<file path="config.mk">
export PLATFORM = sky130hd
export DESIGN_NAME = spi_flash_reader
export DESIGN_NICKNAME = d
export VERILOG_FILES = /design/src/rtl/spi_flash_defs.sv /design/src/rtl/spi_byte_xfer.sv /design/src/rtl/spi_flash_reader.sv
export SDC_FILE = /design/constraint.sdc
export NUM_CORES = 1
export LEC_CHECK = 0
export CAP_MARGIN = 10
export CORE_MARGIN = 4
export CORE_UTILIZATION = 49
export DETAILED_ROUTE_END_ITERATION = 8
export HOLD_SLACK_MARGIN = 0.06
export PLACE_DENSITY = 0.8
export SLEW_MARGIN = 40
export SYNTH_ARGS = -nofsm -noshare
export SYNTH_HDL_FRONTEND = slang
export SYNTH_HIERARCHICAL = 1
export SYNTH_SLANG_ARGS = --single-unit
</file>
<file path="constraint.sdc">
create_clock -name clk -period 2.81 [get_ports clk]
set_input_delay 0.7025 -clock clk [delete_from_list [all_inputs] [get_ports clk]]
set_output_delay 0.7025 -clock clk [all_outputs]
set_load 0.02 [all_outputs]
</file>
<file path="src/rtl/spi_flash_defs.sv">
// spi_flash_defs: state/phase encodings and SPI constants shared by the flash reader blocks
package spi_flash_defs;

    typedef enum logic [3:0] {
        S_INIT, S_IDLE, S_CMD, S_ADDR2, S_ADDR1, S_ADDR0, S_DUMMY, S_RD_HI, S_RD_LO, S_PUSH, S_RELEASE
    } state_t;

    typedef enum logic [1:0] {PH_IDLE, PH_ISSUE, PH_GUARD, PH_WAIT} phase_t;

    localparam logic [7:0]  DEF_READ_CMD      = 8'h03;
    localparam logic [7:0]  DEF_FAST_READ_CMD = 8'h0B;
    localparam logic [15:0] CS_RELEASE        = 16'h0100;

    function automatic logic is_xfer(state_t s);
        return s != S_IDLE && s != S_PUSH;
    endfunction

endpackage

</file>
<file path="src/rtl/spi_byte_xfer.sv">
// spi_byte_xfer: runs one SPI engine load (data byte or CSX release) through issue, guard and wait-for-idle
module spi_byte_xfer
    import spi_flash_defs::*;
(
    input  logic        clk,
    input  logic        reset,
    input  logic        go_i,
    input  logic        rel_i,
    input  logic [7:0]  byte_i,
    input  logic        spi_busy_i,
    input  logic [7:0]  spi_rx_i,
    output logic        idle_o,
    output logic        load_o,
    output logic [15:0] spi_in_o,
    output logic        done_o,
    output logic [7:0]  rx_o
);

    phase_t      phase_q, phase_d;
    logic [15:0] tx_q, tx_d;

    // phase and outgoing engine word registers
    always_ff @(posedge clk or posedge reset) begin
        if (reset) begin
            phase_q <= PH_IDLE;
            tx_q    <= '0;
        end else begin
            phase_q <= phase_d;
            tx_q    <= tx_d;
        end
    end

    // engine busy is stale right after a load, so one guard cycle passes before it is trusted
    always_comb begin
        phase_d = phase_q == PH_IDLE  ? (go_i ? PH_ISSUE : PH_IDLE)
                : phase_q == PH_ISSUE ? PH_GUARD
                : phase_q == PH_GUARD ? PH_WAIT
                : (spi_busy_i ? PH_WAIT : PH_IDLE);
        tx_d = (phase_q == PH_IDLE && go_i) ? (rel_i ? CS_RELEASE : {8'h00, byte_i}) : tx_q;
    end

    assign idle_o   = phase_q == PH_IDLE;
    assign load_o   = phase_q == PH_ISSUE;
    assign spi_in_o = tx_q;
    assign done_o   = phase_q == PH_WAIT && !spi_busy_i;
    assign rx_o     = spi_rx_i;

endmodule

</file>
<file path="src/rtl/spi_flash_reader.sv">
// spi_flash_reader: streams big-endian 16-bit words from a W25Q16BV flash through the SPI byte engine
// Build option SPI_FLASH_FAST_READ_EN: use FAST_READ with one discarded dummy byte after the address
module spi_flash_reader
    import spi_flash_defs::*;
#(
    parameter logic [7:0] READ_CMD      = DEF_READ_CMD,
    parameter logic [7:0] FAST_READ_CMD = DEF_FAST_READ_CMD
) (
    input  logic        clk,
    input  logic        reset,
    input  logic        start,
    input  logic [23:0] addr,
    input  logic [15:0] count,
    output logic        busy,
    output logic        done,
    output logic [15:0] word_out,
    output logic        word_valid,
    input  logic        word_ready,
    output logic        spi_load,
    output logic [15:0] spi_in,
    input  logic [15:0] spi_out
);

`ifdef SPI_FLASH_FAST_READ_EN
    localparam bit FAST = 1'b1;
`else
    localparam bit FAST = 1'b0;
`endif
    localparam logic [7:0] OPCODE = FAST ? FAST_READ_CMD : READ_CMD;

    state_t      state_q, state_d;
    logic [23:0] addr_q, addr_d;
    logic [15:0] cnt_q, cnt_d, word_q, word_d;
    logic        done_q, done_d;
    logic        xgo, xrel, xidle, xdone;
    logic [7:0]  xbyte, xrx;
    logic        unused_spi;

    assign unused_spi = ^spi_out[14:8];

    spi_byte_xfer u_xfer (
        .clk        (clk),
        .reset      (reset),
        .go_i       (xgo),
        .rel_i      (xrel),
        .byte_i     (xbyte),
        .spi_busy_i (spi_out[15]),
        .spi_rx_i   (spi_out[7:0]),
        .idle_o     (xidle),
        .load_o     (spi_load),
        .spi_in_o   (spi_in),
        .done_o     (xdone),
        .rx_o       (xrx)
    );

    // sequencer state register; reset lands in INIT so CSX is released after any reset
    always_ff @(posedge clk or posedge reset) begin
        if (reset) state_q <= S_INIT;
        else       state_q <= state_d;
    end

    // latched request, remaining word count, word being assembled and the done pulse
    always_ff @(posedge clk or posedge reset) begin
        if (reset) begin
            addr_q <= '0;
            cnt_q  <= '0;
            word_q <= '0;
            done_q <= 1'b0;
        end else begin
            addr_q <= addr_d;
            cnt_q  <= cnt_d;
            word_q <= word_d;
            done_q <= done_d;
        end
    end

    // advance on each completed byte; words are paced by the consumer handshake
    always_comb begin
        state_d = state_q;
        case (state_q)
            S_INIT:    state_d = xdone ? S_IDLE : S_INIT;
            S_IDLE:    state_d = (start && count != 16'd0) ? S_CMD : S_IDLE;
            S_CMD:     state_d = xdone ? S_ADDR2 : S_CMD;
            S_ADDR2:   state_d = xdone ? S_ADDR1 : S_ADDR2;
            S_ADDR1:   state_d = xdone ? S_ADDR0 : S_ADDR1;
            S_ADDR0:   state_d = xdone ? (FAST ? S_DUMMY : S_RD_HI) : S_ADDR0;
            S_DUMMY:   state_d = xdone ? S_RD_HI : S_DUMMY;
            S_RD_HI:   state_d = xdone ? S_RD_LO : S_RD_HI;
            S_RD_LO:   state_d = xdone ? S_PUSH : S_RD_LO;
            S_PUSH:    state_d = word_ready ? (cnt_q == 16'd1 ? S_RELEASE : S_RD_HI) : S_PUSH;
            S_RELEASE: state_d = xdone ? S_IDLE : S_RELEASE;
            default:   state_d = S_INIT;
        endcase
    end

    // per-state byte selection, status outputs and datapath updates
    always_comb begin
        busy       = state_q != S_INIT && state_q != S_IDLE;
        word_valid = state_q == S_PUSH;
        xgo        = is_xfer(state_q) && xidle;
        xrel       = state_q == S_INIT || state_q == S_RELEASE;
        xbyte      = state_q == S_CMD   ? OPCODE
                   : state_q == S_ADDR2 ? addr_q[23:16]
                   : state_q == S_ADDR1 ? addr_q[15:8]
                   : state_q == S_ADDR0 ? addr_q[7:0]
                   : 8'h00;
        done_d     = (state_q == S_IDLE && start && count == 16'd0) || (state_q == S_RELEASE && xdone);
        addr_d     = (state_q == S_IDLE && start && count != 16'd0) ? addr : addr_q;
        cnt_d      = (state_q == S_IDLE && start && count != 16'd0) ? count
                   : (state_q == S_PUSH && word_ready) ? cnt_q - 16'd1
                   : cnt_q;
        word_d     = (state_q == S_RD_HI && xdone) ? {xrx, word_q[7:0]}
                   : (state_q == S_RD_LO && xdone) ? {word_q[15:8], xrx}
                   : word_q;
    end

    assign done     = done_q;
    assign word_out = word_q;

endmodule

</file>
==> results by group <==
Outcome
  • Outcome: finished clean

Routing
  • Antenna-violating nets left: 0
  • Vias per inst: 5.80
  • Vias: 3,117
  • Post-DR wirelength/cell: 17.4 um
  • Number of detailed-route iterations in the first pass: 4
  • Total wire length: 9370 um
  • DR DRC count: 0
  • Starting DRT DRC Count: 175

Finish
  • Synth-to-Final Area Change: 30.3%
  • Fin nets: 495
  • Post-layout util: 0.670
  • N_diodes: 0
  • Post-Layout Cell Count: 537
  • Share of cells above drive strength 1: 0.226
  • Final instance area: 4940 um^2

Logic synthesis
  • Yosys reg bits: 72
  • Cell accounting for the most synthesized area: dfrtp_1
  • Cell with the most instances after synthesis: dfrtp_1
  • Async SR Flop Fraction: 1.00
  • Synth top cells by count: 72 x dfrtp_1, 50 x mux2_2, 17 x buf_4
  • Post-Syn Instances: 345
  • Top-area cell type share of the netlist area: 0.475
  • Number of synthesized flops with an enable pin: 0
  • Synth Flop Type: dfrtp_1
  • Top cells by area, synth: dfrtp_1 48%, mux2_2 15%, buf_4 3.4%
  • Netlist cell types: 56
  • Post-synthesis sequential area ratio: 0.475
  • Avg Cell Area, Syn: 11.0 um^2
  • Mapped Area: 3790 um^2
  • Synth Warn #: 6

Timing
  • Final setup viols: 0
  • RSZ-0062 raised after global routing: false
  • Hold slack: 0.511 ns
  • Clock skew: 0.0129 ns
  • Setup_tns: 0 ns
  • Min Tclk post-route: 2.57 ns
  • Period utilisation layout: 0.916
  • Final hold vios: 0
  • Max Slew Vio Count: 0
  • Final Worst Setup Slack: 0.235 ns
  • Fmax: 388 MHz
  • Relative slew slack: 0.518
  • Slew @ Worst Pin: 0.720 ns

Power and ir drop
  • Maximum vdd drop: 0.550 mV
  • PwrDens: 959 nW/um^2
  • Leakage: 2.11 nW
  • Overall Power: 4.73 mW

Clock network
  • CTS Hold Bufs: 0
  • Post-CTS Setup Bufs: 0
  • CTS tree: built
  • Num CTS Buffers: 9
  • Sink Count: 72
  • CTS H-tree lvls: 3
  • Clock transition at path regs: 0.09 ns
  • Number of gates resized after CTS: 0
  • Max Buffers Root-to-Sink: 2
  • Root Buffer: clkbuf_8
  • Worst-Skew Late Latency: 0.35 ns

Worst setup path
  • CP Class: reg -> out
  • CP max FO: 17
  • CP endpoint kind: output pin
  • WP data arrival: 1.87 ns
  • Nature of the critical path startpoint: flop
  • Worst path required time: 2.11 ns

Placed design
  • Setup WS pre-CTS: 0.0923 ns
  • Placer congestion estimate: 0.933
  • Detailed Place HPWL: 6890 um
  • Cell Area, Placed: 4740 um^2
  • Inst Count DP: 521
  • Buffers on Ports: 81

Global route
  • First-pass GRT wire length: 15,200 um
  • Vias in the first global route: 3,100
  • Total Routing Usage GR: 0.216
  • Congestion Overflow GR: 0
  • Initial antenna violation count: 0
  • Pin count of the biggest net entering global routing: 62

Die
  • Core Footprint: 7370 um^2
  • Top Ports: 96
  • Die height: 95.9 um
  • Row count: 31
  • Die Wd: 95.9 um
  • Starting density of the core: 0.514
  • Full die area: 9210 um^2

Worst hold path
  • Hold Path Class: reg -> reg

Flow run
  • Max-cap violation count: 0
## per-layer routing
layer  track usage  part of all wire  up-vias
met2         0.351              0.48      116
met3        0.0399             0.075       15
met5             0                 0        -
met1         0.288              0.43     1541
li1              -                 -     1445
met4        0.0770             0.016        0
## worst max-delay path: stages, from the launching register on
cell and delay (ns):
dfrtp_1 0.44, buf_4 0.22, or3_1 0.31, clkdlybuf4s50_1 0.56
## layout by cell type, fill, tap and decap left out, types with 8 or more instances in the layout
master            n
a21oi_1          12
dfrtp_1          72
nor2b_1          15
mux2_2           50
clkdlybuf4s50_1  81
nor4_1           11
nand3_1          12
buf_4            23
clkbuf_8          9
nor2_1            9
inv_1             8
nor3_1           14
nand2_1          12
## area by class of cell
cell class                 instances  area [um^2]
clock buffer                      10          128
clock inverter                     6         67.6
fill                             595         2430
sequential                        72         1800
multi-input combinational        234         1760
inverter                          10         37.5
tap                               99          124
timing repair buffer             106         1020
## kinds of logic (layout without fill, tap and decap cells)
| logic type | after synthesis | after routing | share of synthesized area |
|---|---|---|---|
| AOI/OAI and AO/OA | 70 | 70 | 0.138 |
| xor gates and xnor gates | 2 | 2 | 0.00462 |
| adders and majority gates | 2 | 2 | 0.00660 |
| buffers and inverters | 45 | 132 | 0.0670 |
| DFF | 72 | 72 | 0.475 |
| muxes | 51 | 51 | 0.151 |
| other | 1 | 7 | 0.000989 |
| and+or+nand+nor | 102 | 102 | 0.156 |
## state kept, by name, summed over array words and instances, names as in the netlist
signal           cells
u_xfer/spi_in_o      9
state_q              4
cnt_q               16
done                 1
addr_q              24
u_xfer/phase_q       2
word_out            16
## power by group
group | total, mW | internal [mW] | switching [mW]
registers | 1.83 | 1.49 | 0.348
logic | 2.07 | 1.08 | 0.990
clock network | 0.832 | 0.414 | 0.418
total | 4.73 | 2.98 | 1.76
## worst paths after layout
path / cells past startpoint / slack [ns] / to / start
max in group asynchronous: 3 / 1.77 / cnt_q[7] / reset
max: 3 / 0.24 / busy / state_q[3]
max reg2reg: 6 / 0.60 / cnt_q[8] / cnt_q[0]
min reg2reg: 1 / 0.51 / word_out[6] / word_out[6]
min in group asynchronous: 2 / 0.70 / u_xfer/spi_in_o[0] / reset
min: 1 / 0.51 / word_out[6] / word_out[6]
Note: power is estimated with default switching activity, not from simulation.
